$ cat src/rtl/mandel_frame_reader.sv
// Raster-order framebuffer reader: walks the partitioned M10K array and streams colour bytes.
// Optional frame counter output enabled by defining MANDEL_FRAME_COUNT_EN.
module mandel_frame_reader #(
    parameter int PARTITION      = 2,
    parameter int PARTITION_COLS = 320,
    parameter int PARTITION_ROWS = 480,
    parameter int READ_LATENCY   = 2,
    localparam int W  = PARTITION * PARTITION_COLS,
    localparam int AW = $clog2(PARTITION_COLS * PARTITION_ROWS),
    localparam int PW = $clog2(PARTITION),
    localparam int XW = $clog2(W),
    localparam int YW = $clog2(PARTITION_ROWS)
) (
    input  logic          clk,
    input  logic          reset,
    input  logic          start,
    input  logic          iter_done,
    output logic [AW-1:0] m10k_read_address,
    output logic [PW-1:0] partition_index,
    input  logic [7:0]    vga_data,
    output logic          pix_valid,
    input  logic          pix_ready,
    output logic [7:0]    pix_data,
    output logic [XW-1:0] pix_x,
    output logic [YW-1:0] pix_y,
    output logic          pix_last,
    output logic          busy,
    output logic          frame_done
`ifdef MANDEL_FRAME_COUNT_EN
    ,
    output logic [15:0]   frame_count
`endif
);

    localparam int DEPTH = READ_LATENCY + 2;
    localparam int CW    = (PARTITION_COLS > 1) ? $clog2(PARTITION_COLS) : 1;
    localparam int FW    = $clog2(DEPTH);
    localparam int NW    = $clog2(DEPTH + 1);

    typedef enum logic [1:0] {S_IDLE, S_WAIT_DONE, S_FETCH, S_DRAIN} state_t;

    state_t          state_q, state_d;
    logic [CW-1:0]   col_q, col_d;
    logic [PW-1:0]   part_q, part_d;
    logic [YW-1:0]   row_q, row_d;
    logic [AW-1:0]   base_q, base_d;
    logic [XW-1:0]   x_q, x_d;

    logic [READ_LATENCY-1:0] vld_q;
    logic [XW-1:0]   tag_x_q    [READ_LATENCY];
    logic [YW-1:0]   tag_y_q    [READ_LATENCY];
    logic            tag_last_q [READ_LATENCY];

    logic [7:0]      mem_data [DEPTH];
    logic [XW-1:0]   mem_x    [DEPTH];
    logic [YW-1:0]   mem_y    [DEPTH];
    logic            mem_last [DEPTH];
    logic [FW-1:0]   wr_q, rd_q;
    logic [NW-1:0]   count_q, inflight_q;
    logic            frame_done_q;

    logic col_end, part_end, row_end, last_rd, credit_ok;
    logic issue, push, pop, head_last, drain_end;

    assign col_end   = (col_q == CW'(PARTITION_COLS - 1));
    assign part_end  = (part_q == PW'(PARTITION - 1));
    assign row_end   = (row_q == YW'(PARTITION_ROWS - 1));
    assign last_rd   = col_end && part_end && row_end;
    // Credit: every issued read must already own a FIFO slot when its data returns.
    assign credit_ok = ({1'b0, count_q} + {1'b0, inflight_q}) < (NW + 1)'(DEPTH);
    assign push      = vld_q[READ_LATENCY-1];
    assign pop       = pix_valid && pix_ready;
    assign head_last = mem_last[rd_q];
    assign drain_end = (state_q == S_DRAIN) && pop && head_last;

    always_ff @(posedge clk or posedge reset) begin
        if (reset) state_q <= S_IDLE;
        else       state_q <= state_d;
    end

    always_comb begin
        state_d = state_q;
        case (state_q)
            S_IDLE:      if (start)             state_d = S_WAIT_DONE;
            S_WAIT_DONE: if (iter_done)         state_d = S_FETCH;
            S_FETCH:     if (issue && last_rd)  state_d = S_DRAIN;
            S_DRAIN:     if (drain_end)         state_d = S_IDLE;
            default:                            state_d = S_IDLE;
        endcase
    end

    always_comb begin
        busy  = (state_q != S_IDLE);
        issue = (state_q == S_FETCH) && credit_ok;
    end

    // Raster walk: column, then strip, then row; row_base replaces a row*COLS multiply.
    always_comb begin
        col_d  = col_q;
        part_d = part_q;
        row_d  = row_q;
        base_d = base_q;
        x_d    = x_q;
        if (issue) begin
            if (col_end) begin
                col_d = '0;
                if (part_end) begin
                    part_d = '0;
                    x_d    = '0;
                    if (row_end) begin
                        row_d  = '0;
                        base_d = '0;
                    end else begin
                        row_d  = row_q + YW'(1);
                        base_d = base_q + AW'(PARTITION_COLS);
                    end
                end else begin
                    part_d = part_q + PW'(1);
                    x_d    = x_q + XW'(1);
                end
            end else begin
                col_d = col_q + CW'(1);
                x_d   = x_q + XW'(1);
            end
        end
    end

    always_ff @(posedge clk or posedge reset) begin
        if (reset) begin
            col_q  <= '0;
            part_q <= '0;
            row_q  <= '0;
            base_q <= '0;
            x_q    <= '0;
        end else begin
            col_q  <= col_d;
            part_q <= part_d;
            row_q  <= row_d;
            base_q <= base_d;
            x_q    <= x_d;
        end
    end

    assign m10k_read_address = base_q + AW'(col_q);
    assign partition_index   = part_q;

    always_ff @(posedge clk or posedge reset) begin
        if (reset) begin
            vld_q <= '0;
        end else begin
            vld_q[0] <= issue;
            for (int i = 1; i < READ_LATENCY; i++) vld_q[i] <= vld_q[i-1];
        end
    end

    always_ff @(posedge clk) begin
        tag_x_q[0]    <= x_q;
        tag_y_q[0]    <= row_q;
        tag_last_q[0] <= last_rd;
        for (int i = 1; i < READ_LATENCY; i++) begin
            tag_x_q[i]    <= tag_x_q[i-1];
            tag_y_q[i]    <= tag_y_q[i-1];
            tag_last_q[i] <= tag_last_q[i-1];
        end
    end

    always_ff @(posedge clk) begin
        if (push) begin
            mem_data[wr_q] <= vga_data;
            mem_x[wr_q]    <= tag_x_q[READ_LATENCY-1];
            mem_y[wr_q]    <= tag_y_q[READ_LATENCY-1];
            mem_last[wr_q] <= tag_last_q[READ_LATENCY-1];
        end
    end

    always_ff @(posedge clk or posedge reset) begin
        if (reset) begin
            wr_q         <= '0;
            rd_q         <= '0;
            count_q      <= '0;
            inflight_q   <= '0;
            frame_done_q <= 1'b0;
        end else begin
            if (push) wr_q <= (wr_q == FW'(DEPTH - 1)) ? '0 : wr_q + FW'(1);
            if (pop)  rd_q <= (rd_q == FW'(DEPTH - 1)) ? '0 : rd_q + FW'(1);
            case ({push, pop})
                2'b10:   count_q <= count_q + NW'(1);
                2'b01:   count_q <= count_q - NW'(1);
                default: count_q <= count_q;
            endcase
            case ({issue, push})
                2'b10:   inflight_q <= inflight_q + NW'(1);
                2'b01:   inflight_q <= inflight_q - NW'(1);
                default: inflight_q <= inflight_q;
            endcase
            frame_done_q <= drain_end;
        end
    end

    // Head fields are gated so outputs read zero whenever the FIFO is empty.
    assign pix_valid  = (count_q != '0);
    assign pix_data   = pix_valid ? mem_data[rd_q] : '0;
    assign pix_x      = pix_valid ? mem_x[rd_q]    : '0;
    assign pix_y      = pix_valid ? mem_y[rd_q]    : '0;
    assign pix_last   = pix_valid && head_last;
    assign frame_done = frame_done_q;

`ifdef MANDEL_FRAME_COUNT_EN
    logic [15:0] frame_count_q;

    always_ff @(posedge clk or posedge reset) begin
        if (reset)          frame_count_q <= '0;
        else if (drain_end) frame_count_q <= frame_count_q + 16'd1;
    end

    assign frame_count = frame_count_q;
`endif

endmodule

$ cat config.mk
export PLATFORM = sky130hd
export DESIGN_NAME = mandel_frame_reader
export DESIGN_NICKNAME = d
export VERILOG_FILES = /design/src/rtl/mandel_frame_reader.sv
export SDC_FILE = /design/constraint.sdc
export NUM_CORES = 1
export LEC_CHECK = 0
export CAP_MARGIN = 40
export CELL_PAD_IN_SITES_DETAIL_PLACEMENT = 1
export CELL_PAD_IN_SITES_GLOBAL_PLACEMENT = 1
export CORE_MARGIN = 8
export CORE_UTILIZATION = 49
export CTS_CLUSTER_DIAMETER = 100
export CTS_CLUSTER_SIZE = 20
export DETAILED_ROUTE_END_ITERATION = 6
export GPL_ROUTABILITY_DRIVEN = 0
export PLACE_DENSITY = 0.78
export SYNTH_ARGS = -nofsm -noshare
export SYNTH_HDL_FRONTEND = slang
export SYNTH_SLANG_ARGS = --single-unit
$ cat constraint.sdc
create_clock -name clk -period 3.51 [get_ports clk]
set_input_delay 0.5265 -clock clk [delete_from_list [all_inputs] [get_ports clk]]
set_output_delay 0.5265 -clock clk [all_outputs]
set_load 0.05 [all_outputs]
==> out/metrics.csv <==
metric;value;unit
Clk pin slew, worst setup/hold paths;0.09;ns
pin count of the biggest net entering global routing;37;
Max clock buf depth;3;
r2r endpoint;inflight_q[2]$_DFFE_PP0P_;
Leakage;3.50;nW
multiplexer share of the synthesized area;8.10;%
gr ovfl total;0;
Port Buffers;62;
Die Y;145;µm
post-synth top area share;41.0;%
Crit. End Element;output pin;
die width;145;µm
Reg2Reg Depth;9;
Die ar.;0.0211;mm²
Final Util;57.4;%
kind of critical path;flop to output pin;
Core Rows;47;
most frequent cell after synthesis;edfxtp_1;
Syn-to-layout area delta;15.2;%
final setup fails;0;
Post-Syn Area;0.00820;mm²
Final Skew;0.0174;ns
total CTS buffers;14;
most frequent cells after synthesis;edfxtp_1 (112), dfrtp_1 (56), dfxtp_1 (40);
clock insertion delay at the later pin of the skew report;0.47;ns
initial core utilization;49.8;%
DRC;0;
Total Neg Setup Slack;0;ns
DR WL/cell;20.2;µm
worst path buffer plus inverter count;1;
layout cells sized above 1;10.8;%
H-tree levels;1;
adder-cell share of the synthesized area;3.69;%
CTS root buf;clkbuf_16;
Post-CTS Resized;6;
syn nets;589;
Peak VDD IR;0.000447;V
worst-path fanout max;6;
Crit path max-delay family;buffers and inverters;
Max Clk Rate;0.302;GHz
Slew Limit Headroom;45.7;%
drt initial violations;183;
antenna violations before repair;0;
max cap viols;0;
Hold Vio Cnt, Final;0;
post-route ant nets;0;
CTS tree;done;
Worst setup SP type;flop;
io pins;63;
post-DP HPWL;11200;µm
vias in the first global route;5149;
R2R Setup Slk;0.68;ns
post-synthesis async set-or-reset flop share;26.9;%
core area;0.0165;mm²
largest family of logic cells by synthesized area;simple AND/OR/NAND/NOR gates;
DR vias;4577;
Total GRT Usage;16.4;%
Cell Pwr Density;812;mW/mm²
Slew Viols, Final;0;
xor and xnor fraction of the mapped netlist area;3.31;%
Yosys reg bits;208;
Compound-Gate Fraction of Synth Area;4.33;%
CP required;2.98;ns
syn_area_per_cell;14.8;µm²
RSZ-0062 raised after global routing;no;
clock period minus worst slack;3.31;ns
status;complete, no violations;
hold_buf cts;0;
area leader, netlist;edfxtp_1;
Critical-path top delay cell;clkdlybuf4s50_1;
Post-synth EDFFs;112;
crit path to;m10k_read_address[9];
first-pass GRT wire length;28300;µm
Warnings, synthesis;0;
HP Class;flop to flop;
Via-to-Cell Ratio;5.46;
Worst EP arrival;2.79;ns
DRT Pass-1 Iters;4;
Post-Synth Simple-Gate Area;10.6;%
worst-path cell chain;ha_1 -> a21o_1 -> a21oi_1 -> xnor2_1 -> clkdlybuf4s50_1;
measured slew at the worst slew-check pin;0.814;ns
worst reg2reg path startpoint;state_q[0]$_DFFE_PP0P_;
synth top area cells;edfxtp_1 (41%), dfrtp_1 (17%), dfxtp_1 (9.8%), mux4_2 (7.7%), ha_1 (3.2%);
DRT Wirelength;16900;µm
Setup Buffers After CTS;0;
Diodes inserted;0;
Mapped Cells;553;
worst stage delay on the critical path;0.82;ns
CTS Sinks;208;
WP depth;5;
sequential fraction of the synthesis area;67.9;%
Final nets;647;
Top FF cell, synth;edfxtp_1;
final period utilization;94.4;%
worst setup path start;col_q[7]$_DFFE_PP0P_;
fill count;1567;
Cell variety after synth;47;
-- stage by stage --
step	std cells	hold WS (ns)	instance area [µm²]	setup slack (ns)	total power, mW
floorplan	553	0.310	8200	0.737	5.23
global placement	815	0.310	9030	0.494	6.04
detailed placement	815	0.313	9030	0.436	6.20
CTS	839	0.331	9440	0.0249	7.80
global route	839	0.338	9450	0.0166	8.06
finish	839	0.329	9450	0.196	7.67
-- registers in the layout (all words and copies together), names as in the netlist, 9 cells and up --
register	flops
tag_x_q	20
col_q	9
tag_y_q	18
base_q	12
mem_x	40
mem_y	36
mem_data	32
x_q	10
row_q	9
-- worst min-delay path by stage --
stage | start | endpoint | slack (ns) | cells after the start
6_report | tag_y_q[0][1]$_DFF_P_ | tag_y_q[0][10]$_DFF_P_ | 0.33 | 0
3_5_place_dp | tag_last_q[0][0]$_DFF_P_ | tag_last_q[0][1]$_DFF_P_ | 0.31 | 0
5_1_grt | tag_y_q[0][7]$_DFF_P_ | tag_y_q[0][16]$_DFF_P_ | 0.34 | 0
2_1_floorplan | tag_last_q[0][0]$_DFF_P_ | tag_last_q[0][1]$_DFF_P_ | 0.31 | 0
4_1_cts | tag_y_q[0][1]$_DFF_P_ | tag_y_q[0][10]$_DFF_P_ | 0.33 | 0
3_3_place_gp | tag_y_q[0][3]$_DFF_P_ | tag_y_q[0][12]$_DFF_P_ | 0.31 | 0
-- layout make-up --
type | count | area (µm²) | area share (%)
clock inverter | 1 | 16.3 | 0.172
inverter | 15 | 56.3 | 0.596
tap | 220 | 275 | 2.91
sequential | 208 | 5570 | 58.9
multi-input combinational | 304 | 2470 | 26.1
clock buffer | 23 | 405 | 4.29
timing repair buffer | 68 | 663 | 7.02
-- layout by cell type, fill, tap and decap left out, types with 6 or more instances in the layout --
cell type        netlist  layout
edfxtp_1             112     112
dfrtp_1               56      55
clkdlybuf4s50_1        0      54
dfxtp_1               40      40
nand2_1               37      37
and2_1                34      30
o21ai_0               28      28
mux4_2                28      28
nor2_1                24      24
ha_1                  21      21
xnor2_1               17      17
nand3_1               17      17
clkbuf_16              0      15
xor2_1                14      14
inv_1                 14      13
nand4_1               10      10
o31ai_1                9       9
nor2b_1                8       8
clkbuf_1              13       8
a21oi_1                6       6
dlygate4sd2_1          0       6
buf_4                  2       6
-- per-layer routing --
metal	wire, µm	global-route usage, %
met1	7190	20.5
met2	8690	29.0
met3	844	3.36
met4	221	3.49
met5	0	0
-- cell families after synthesis --
logic type	after synthesis
xor gates and xnor gates	31
and+or+nand+nor	160
adders and majority gates	23
DFF	208
AOI/OAI and AO/OA	59
buffers and inverters	41
muxes	31
-- where the power goes --
group          switching (mW)  internal, mW  total, mW
Clock                   0.782         0.804       1.59
Sequential              0.211          2.93       3.14
Combinational            1.83          1.11       2.94
Total                    2.82          4.85       7.67
(Power assumes the default switching activity.)
